==> src/rtl/serial_arith_pkg.sv <==
// -----------------------------------------------------------------------------
// serial_arith_pkg
// Shared definitions for the serial arithmetic family (adder/subtractor/
// comparator). Holds the controller state encoding, the default operand
// width, and the single-bit subtract equations used by the datapath cell.
// -----------------------------------------------------------------------------
package serial_arith_pkg;

    // Default operand width shared with the adder family.
    localparam int ARITH_WIDTH = 16;

    // Controller state encoding for the start/done handshake units.
    typedef enum logic [1:0] {
        S_IDLE = 2'd0,
        S_RUN  = 2'd1,
        S_DONE = 2'd2
    } state_e;

    // Difference bit of a one-bit full subtractor: a - b - bin.
    function automatic logic fs_diff(input logic a, input logic b, input logic bin);
        return a ^ b ^ bin;
    endfunction

    // Borrow out of a one-bit full subtractor: a - b - bin.
    function automatic logic fs_borrow(input logic a, input logic b, input logic bin);
        return (~a & b) | (~(a ^ b) & bin);
    endfunction

endpackage : serial_arith_pkg

==> src/rtl/full_subtractor.sv <==
// -----------------------------------------------------------------------------
// full_subtractor
// One-bit combinational subtract cell computing a - b - bin.
// Kept as its own module so the same cell can back a future serial comparator.
//
// Ports:
//   a    : minuend bit
//   b    : subtrahend bit
//   bin  : borrow in from the previous (less significant) bit
//   d    : difference bit
//   bout : borrow out to the next (more significant) bit
// -----------------------------------------------------------------------------
module full_subtractor
    import serial_arith_pkg::*;
(
    input  logic a,
    input  logic b,
    input  logic bin,
    output logic d,
    output logic bout
);

    assign d    = fs_diff(a, b, bin);
    assign bout = fs_borrow(a, b, bin);

endmodule : full_subtractor

==> src/rtl/serial_sub16.sv <==
// -----------------------------------------------------------------------------
// serial_sub16
// Bit-serial unsigned subtractor behind a start/done handshake. Computes
// out = in1 - in2 (mod 2^WIDTH), one bit per clock, LSB first, through a
// single full_subtractor cell. underflow is the final borrow (in1 < in2).
//
// Timing: start accepted on edge k; bits are processed on edges k+1..k+WIDTH;
// done is high for the single cycle following edge k+WIDTH, with out and
// underflow already valid. out/underflow then hold until the next accept.
//
// Ports:
//   clk       : system clock, rising edge
//   rst_n     : asynchronous active-low reset
//   start     : request, sampled only while idle
//   in1, in2  : minuend / subtrahend, captured on the accept edge
//   busy      : high while a request is in progress
//   done      : one-cycle result-valid pulse
//   out       : difference in1 - in2 mod 2^WIDTH
//   underflow : final borrow out
// -----------------------------------------------------------------------------
module serial_sub16
    import serial_arith_pkg::*;
#(
    parameter int WIDTH = ARITH_WIDTH
)
(
    input  logic             clk,
    input  logic             rst_n,
    input  logic             start,
    input  logic [WIDTH-1:0] in1,
    input  logic [WIDTH-1:0] in2,
    output logic             busy,
    output logic             done,
    output logic [WIDTH-1:0] out,
    output logic             underflow
);

    localparam int              CNT_W    = (WIDTH > 1) ? $clog2(WIDTH) : 1;
    localparam logic [CNT_W-1:0] LAST_CNT = CNT_W'(WIDTH - 1);
    localparam logic [CNT_W-1:0] CNT_ONE  = CNT_W'(1);
    localparam logic [CNT_W-1:0] CNT_ZERO = CNT_W'(0);
    localparam logic [WIDTH-1:0] ZERO_W   = WIDTH'(0);

    state_e             state_r;
    state_e             state_s;
    logic [WIDTH-1:0]   a_r;
    logic [WIDTH-1:0]   b_r;
    logic [WIDTH-1:0]   res_r;
    logic               borrow_r;
    logic [CNT_W-1:0]   cnt_r;
    logic [WIDTH-1:0]   out_r;
    logic               underflow_r;
    logic               busy_r;
    logic               done_r;
    logic               busy_s;
    logic               done_s;
    logic               d_s;
    logic               bout_s;
    logic               last_bit_s;

    // The single datapath cell sees the current LSBs and the running borrow.
    full_subtractor u_fs (
        .a    (a_r[0]),
        .b    (b_r[0]),
        .bin  (borrow_r),
        .d    (d_s),
        .bout (bout_s)
    );

    assign last_bit_s = (cnt_r == LAST_CNT) ? 1'b1 : 1'b0;

    // State register.
    always_ff @(posedge clk or negedge rst_n) begin
        if (!rst_n) begin
            state_r <= S_IDLE;
        end else begin
            state_r <= state_s;
        end
    end

    // Next-state logic: start is only looked at in IDLE, DONE always returns.
    always_comb begin
        state_s = state_r;
        case (state_r)
            S_IDLE: begin
                if (start) begin
                    state_s = S_RUN;
                end else begin
                    state_s = S_IDLE;
                end
            end
            S_RUN: begin
                if (last_bit_s) begin
                    state_s = S_DONE;
                end else begin
                    state_s = S_RUN;
                end
            end
            S_DONE:  state_s = S_IDLE;
            default: state_s = S_IDLE;
        endcase
    end

    // Output decode from the upcoming state, so busy/done can be registered
    // and still line up exactly with the state they describe.
    always_comb begin
        busy_s = 1'b0;
        done_s = 1'b0;
        case (state_s)
            S_IDLE: begin
                busy_s = 1'b0;
                done_s = 1'b0;
            end
            S_RUN: begin
                busy_s = 1'b1;
                done_s = 1'b0;
            end
            S_DONE: begin
                busy_s = 1'b1;
                done_s = 1'b1;
            end
            default: begin
                busy_s = 1'b0;
                done_s = 1'b0;
            end
        endcase
    end

    // Registered handshake outputs.
    always_ff @(posedge clk or negedge rst_n) begin
        if (!rst_n) begin
            busy_r <= 1'b0;
            done_r <= 1'b0;
        end else begin
            busy_r <= busy_s;
            done_r <= done_s;
        end
    end

    // Serial datapath: operand load on accept, one bit per RUN edge, and the
    // visible result is only written on the final bit so out never shows a
    // partially built difference.
    always_ff @(posedge clk or negedge rst_n) begin
        if (!rst_n) begin
            a_r         <= ZERO_W;
            b_r         <= ZERO_W;
            res_r       <= ZERO_W;
            borrow_r    <= 1'b0;
            cnt_r       <= CNT_ZERO;
            out_r       <= ZERO_W;
            underflow_r <= 1'b0;
        end else begin
            case (state_r)
                S_IDLE: begin
                    if (start) begin
                        a_r         <= in1;
                        b_r         <= in2;
                        res_r       <= ZERO_W;
                        borrow_r    <= 1'b0;
                        cnt_r       <= CNT_ZERO;
                        out_r       <= ZERO_W;
                        underflow_r <= 1'b0;
                    end else begin
                        a_r         <= a_r;
                        b_r         <= b_r;
                        res_r       <= res_r;
                        borrow_r    <= borrow_r;
                        cnt_r       <= cnt_r;
                        out_r       <= out_r;
                        underflow_r <= underflow_r;
                    end
                end
                S_RUN: begin
                    // LSB-first: new bit enters at the MSB, so after WIDTH
                    // shifts bit i sits in position i.
                    a_r      <= {1'b0, a_r[WIDTH-1:1]};
                    b_r      <= {1'b0, b_r[WIDTH-1:1]};
                    res_r    <= {d_s, res_r[WIDTH-1:1]};
                    borrow_r <= bout_s;
                    cnt_r    <= cnt_r + CNT_ONE;
                    if (last_bit_s) begin
                        out_r       <= {d_s, res_r[WIDTH-1:1]};
                        underflow_r <= bout_s;
                    end else begin
                        out_r       <= out_r;
                        underflow_r <= underflow_r;
                    end
                end
                default: begin
                    a_r         <= a_r;
                    b_r         <= b_r;
                    res_r       <= res_r;
                    borrow_r    <= borrow_r;
                    cnt_r       <= cnt_r;
                    out_r       <= out_r;
                    underflow_r <= underflow_r;
                end
            endcase
        end
    end

    assign busy      = busy_r;
    assign done      = done_r;
    assign out       = out_r;
    assign underflow = underflow_r;

endmodule : serial_sub16

==> config.mk <==
export PLATFORM = sky130hd
export DESIGN_NAME = serial_sub16
export DESIGN_NICKNAME = d
export VERILOG_FILES = /design/src/rtl/serial_arith_pkg.sv /design/src/rtl/full_subtractor.sv /design/src/rtl/serial_sub16.sv
export SDC_FILE = /design/constraint.sdc
export NUM_CORES = 1
export LEC_CHECK = 0
export CAP_MARGIN = 15
export CORE_MARGIN = 2
export CORE_UTILIZATION = 50
export CTS_CLUSTER_SIZE = 25
export DETAILED_ROUTE_END_ITERATION = 10
export HOLD_SLACK_MARGIN = 0.02
export PLACE_DENSITY_LB_ADDON = 0.05
export SYNTH_ARGS = -nofsm -noshare
export SYNTH_HDL_FRONTEND = slang
export SYNTH_SLANG_ARGS = --single-unit
export TNS_END_PERCENT = 20
==> constraint.sdc <==
create_clock -name clk -period 3 [get_ports clk]
set_clock_uncertainty 0.05 [all_clocks]
set_input_delay 0.3 -clock clk [delete_from_list [all_inputs] [get_ports clk]]
set_output_delay 0.3 -clock clk [all_outputs]
set_load 0.005 [all_outputs]
==> results of run 1 <==
registers in the layout (all words and copies together) (netlist names):
register / cells
done: 1
a_r: 16
res_r: 15
b_r: 16
borrow_r: 1
cnt_r: 4
state_r: 2
underflow: 1
busy: 1
out: 16
synthesized netlist by cell type:
library cell   n
dfrtp_1       73
a22o_1        31
a22oi_1       30
nand2_1       26
o21ai_0       21
nor2b_1       14
o21ai_1       14
a21oi_1       12
clkbuf_1       9
nand3_1        9
buf_2          8
inv_1          4
buf_4          3
a21o_1         2
ha_1           2
or3_1          2
a32o_1         1
and2b_1        1
and3_1         1
buf_6          1
fa_1           1
nand2b_1       1
nor2_4         1
nor3b_1        1
o21bai_4       1
power groups by stage:
stage / registers [uW] / logic, uW / clock network (uW)
after floorplan: 1590 / 841 / 0
final: 1670 / 1220 / 858
after detailed placement: 1680 / 1240 / 0
after global placement: 1680 / 1200 / 0
after global routing: 1720 / 1380 / 923
after CTS: 1670 / 1240 / 879
per-layer routing:
metal  vias up  GRT usage (%)  share of wire, %
met5         -              0                 0
li1       1087              -                 -
met3         9           5.54               4.5
met2        61           29.7                44
met1      1131           30.5                50
met4         0           8.33               1.6
area by class of cell:
type                            instances  area share, %
Clock inverter                          6           2.34
Sequential cell                        73           47.5
Timing Repair Buffer                   60           15.1
Tap cell                               75           2.44
Multi-Input combinational cell        171           28.7
Inverter                                4          0.390
Clock buffer                           10           3.58
cells in the final DEF (no fill, tap or decap), drive strengths merged:
cell           instances
a21o                   2
a21oi                 12
a22o                  31
a22oi                 30
a32o                   1
and2b                  1
and3                   1
buf                    8
bufinv                 2
clkbuf                10
clkdlybuf4s50         52
clkinv                 2
clkinvlp               1
dfrtp                 73
fa                     1
ha                     2
inv                    5
nand2                 26
nand2b                 1
nand3                  9
nor2                   1
nor2b                 14
nor3b                  1
o21ai                 35
o21bai                 1
or3                    2
cells by family (layout without fill, tap and decap cells):
kind of cell             count (synthesis)  after routing  synth area share [%]
adder cells (fa/ha/maj)                  3              3                  1.48
AND/OR/NAND/NOR                         56             56                  9.23
AO/OA/AOI/OAI                          112            112                  25.4
buffers and inverters                   25             80                  4.02
flip-flops                              73             73                  59.9
per-stage QoR:
step           power [uW]  hold WS (ns)
2_1_floorplan        2430       -0.0456
3_3_place_gp         2880         0.418
3_5_place_dp         2920         0.427
4_1_cts              3790        0.0605
5_1_grt              4020        0.0996
6_report             3750        0.0165
worst min path at each step:
stage,start,end,slack [ns],cells past startpoint
2_1_floorplan,rst_n,a_r[0]$_DFFE_PN0P_,-0.05,0
3_3_place_gp,b_r[3]$_DFFE_PN0P_,b_r[3]$_DFFE_PN0P_,0.42,2
3_5_place_dp,rst_n,a_r[13]$_DFFE_PN0P_,0.43,1
4_1_cts,rst_n,a_r[13]$_DFFE_PN0P_,0.06,1
5_1_grt,rst_n,a_r[13]$_DFFE_PN0P_,0.1,1
6_report,rst_n,a_r[13]$_DFFE_PN0P_,0.02,1
critical path, delay by kind of cell (launching register included):
family	cells	cell delay (ns)
buf+inv	1	0.33
flops	1	0.75
simple gates	2	0.65
compound gates	1	0.14
==> run summary, run 1 <==
top cell type's share of synthesized area - 59.9%
DP HPWL - 3930 um
Remaining DRCs - 0
critical-path cell list - nor2b_2 > buf_4 > nand2_1 > o21ai_0
register area share after synthesis - 59.9%
Antenna Cells - 0
Inserted Clock Buffers - 9
Die Span X - 82.1 um
main area contributors after synthesis - dfrtp_1, a22o_1, a22oi_1, o21ai_0, nand2_1
initial antenna violation count - 0
die height - 82.1 um
Critical Path AT - 2.21 ns
reg-to-reg startpoint - state_r[0]$_DFF_PN0_
Filler cells - 496
Combinational Power Share - 32.6%
Slew Limit Fails - 0
DR vias - 2288
CTS tree - done
Area Overhead vs Synth - 26.1%
synthesized area - 3050 sq um
DRT antenna net count - 0
GRT overflow - 0
core area - 5920 sq um
HP Class - in -> async
final net count - 357
critical path endpoint - cnt_r[2]$_DFFE_PN0P_
GPL Wtd Cong - 0.739
Yosys warning count - 0
Post-CTS Resized - 0
Final Cycle Share - 66.8%
Clk pin slew, worst setup/hold paths - 0.08 ns
Leak - 0.00168 uW
layout cells sized above 1 - 8.33%
MaxCap Viol Count - 0
CTS max path bufs - 2
Peak supply drop - 0.000545 V
P_int - 2520 uW
H-tree levels - 3
post-CTS setup buffer count - 0
CP max stage delay - 0.75 ns
Yosys cell types - 25
Min Clock Period, post-route - 2.00 ns
clk_lat worst skew - 0.34 ns
P_sw - 1230 uW
placed cell area - 3620 sq um
Final Hold Fails - 0
CP Capture Type - flip-flop
final instance area - 3850 sq um
worst setup path startpoint - state_r[0]$_DFF_PN0_
Avg Cell Area, Syn - 11.3 sq um
CP Max Fanout - 18
Final Routed Wirelength - 6280 um
number of global-route vias before repair - 2156
clk root buf - clkbuf_8
global-route wire length before repair - 10600 um
Routed WL per cell - 15.7 um
Worst R2R Path Depth - 4
status - completed
largest net degree at the start of global routing - 74
Sum Neg Setup Slack - 0 ns
Worst Path Required - 3.21 ns
pre-CTS setup slack - 0.995 ns
switching power share of the total - 32.8%
Starting Density - 51.5%
FMAX - 499 MHz
via/cell ratio - 5.73
final non-filler cell total - 399
footprint of the multi-input gates - 1100 sq um
WS Path Type - reg -> reg
I/O pin count - 54
r2r endpoint - cnt_r[2]$_DFFE_PN0P_
Yosys top cell by area - dfrtp_1
register area - 1830 sq um
Worst setup SP type - flip-flop
Seq pwr share - 44.6%
slowest CP cell - dfrtp_1
setup ws final - 0.995 ns
Clock Sinks - 73
syn_nets - 307
flop-to-flop setup slack - 1.0 ns
DIE AREA - 6740 sq um
clock share of power - 22.9%
initial DRC count - 100
Worst Tran Pin Value - 0.906 ns
power per standard cell area - 974 nW/um^2
# rows - 28
I/O Buffers - 53
first-pass detailed-route iteration total - 4
dpl cells - 383
#FFs+latches synth - 73
Slew HR - 39.6%
unrepaired setup endpoints after global routing - false
GRT Total Usage - 20.8%
Final Core Density - 65.0%
hold buffers post-CTS - 0
Syn Inst Count - 269
final setup fails - 0
Note: power is estimated with default switching activity, not from simulation.
==> run 2: changes to the inputs <==
- CORE_UTILIZATION: 50 -> 47
- clock period: 3 -> 1.7 ns (I/O delays scaled with it)
==> run 2 against run 1 <==
Register-to-register slack got worse by 0.84 ns. Critical endpoint is now busy$_DFF_PN0_. Setup slack lost 0.84 ns. Core utilization is 2.7 points lower. Clock power rose by 56%.
==> run summary, run 2 (synthesized netlist as in run 1, its figures left out) <==
status - completed
initial DRC count - 99
pre-CTS setup slack - 0.0105 ns
critical path endpoint - busy$_DFF_PN0_
WS Path Type - reg -> reg
clk root buf - clkbuf_8
DIE AREA - 7150 sq um
layout cells sized above 1 - 11.1%
Antenna Cells - 0
DR vias - 2260
DRT antenna net count - 0
number of global-route vias before repair - 2305
Final Hold Slack - 0.255 ns
Worst R2R Path Depth - 5
reg-to-reg startpoint - cnt_r[0]$_DFFE_PN0P_
CP Max Fanout - 4
CTS max path bufs - 2
final net count - 367
Remaining DRCs - 0
flop-to-flop setup slack - 0.15 ns
FMAX - 647 MHz
Slew Limit Fails - 0
Area Overhead vs Synth - 28.9%
Final Routed Wirelength - 6360 um
commonest non-fill, non-tap cell in the layout - dfrtp_1
GRT Total Usage - 19.8%
Clk pin slew, worst setup/hold paths - 0.09 ns
Sum Neg Setup Slack - 0 ns
DP HPWL - 4220 um
I/O pin count - 54
Final Total Pwr - 6550 uW
dpl cells - 394
worst setup path startpoint - cnt_r[0]$_DFFE_PN0P_
Leak - 0.00171 uW
I/O Buffers - 53
Peak supply drop - 0.000840 V
largest net degree at the start of global routing - 35
Min Clock Period, post-route - 1.55 ns
first-pass detailed-route iteration total - 4
unrepaired setup endpoints after global routing - false
setup ws final - 0.154 ns
CTS tree - done
final non-filler cell total - 411
Slew HR - 69.8%
final setup fails - 0
# rows - 29
MaxCap Viol Count - 0
power per standard cell area - 1660 nW/um^2
Worst setup SP type - flip-flop
most frequent cells in the layout - dfrtp_1, clkdlybuf4s50_1, a22o_1
initial antenna violation count - 0
Final Cycle Share - 90.9%
die height - 84.6 um
Final Hold Fails - 0
HP Class - in -> async
via/cell ratio - 5.50
Starting Density - 48.3%
Clock Sinks - 73
Worst Path Required - 1.88 ns
Worst Tran Pin Value - 0.453 ns
GRT overflow - 0
GPL Wtd Cong - 0.743
CP Capture Type - flip-flop
core area - 6310 sq um
Filler cells - 547
Critical Path AT - 1.73 ns
H-tree levels - 3
global-route wire length before repair - 11300 um
Routed WL per cell - 15.5 um
Inserted Clock Buffers - 9
r2r endpoint - busy$_DFF_PN0_
Die Span X - 84.6 um
clk_lat worst skew - 0.34 ns
[run 2: final cells by class]
type	count	area [sq um]	share of cell area (%)
Clock buffer	10	128	3.24
Clock inverter	6	66.3	1.69
Inverter	4	15.0	0.382
Multi-Input combinational cell	171	1110	28.1
Sequential cell	73	1830	46.5
Tap cell	77	96.3	2.45
Timing Repair Buffer	70	696	17.7
[run 2: layer usage]
metal	track usage (%)	part of all wire (%)
met1	30.6	51
met2	27.5	44
met5	0	0
met3	4.72	3.2
met4	6.49	1.8
[run 2: worst min-delay path by stage]
stage,to,depth (start not counted),from,slack [ns]
after floorplan,a_r[0]$_DFFE_PN0P_,0,rst_n,-0.18
after global placement,a_r[13]$_DFFE_PN0P_,1,rst_n,0.1
after detailed placement,a_r[13]$_DFFE_PN0P_,1,rst_n,0.1
after CTS,a_r[13]$_DFFE_PN0P_,2,rst_n,0.27
after global routing,res_r[10]$_DFFE_PN0P_,2,rst_n,0.28
final,a_r[13]$_DFFE_PN0P_,2,rst_n,0.26
[run 2: critical path: stages, from the launching register on]
cell and delay, ns:
dfrtp_1 0.42, ha_1 0.26, and3_1 0.17, a21o_1 0.21
ha_1 0.28, inv_1 0.04
[run 2: where the power goes]
part / total, uW / leakage [uW] / switching [uW] / internal, uW
Clock: 1340 / 0.0000889 / 654 / 681
Sequential: 2910 / 0.000959 / 489 / 2420
Combinational: 2310 / 0.000663 / 1050 / 1260
Total: 6550 / 0.00171 / 2200 / 4350
[run 2: timing repair]
action	4_1_cts	5_1_grt
setup endpoints to repair	0	16
resized for setup	0	2
setup buffers	0	0
hold buffers	1	0
endpoints found under the hold margin	32	0
[run 2: stage by stage]
stage,util (%),cell area [sq um]
final,62.3,3940
after global routing,62.3,3940
after CTS,62.3,3930
after detailed placement,59.1,3730
after global placement,59.1,3730
after floorplan,-,3050
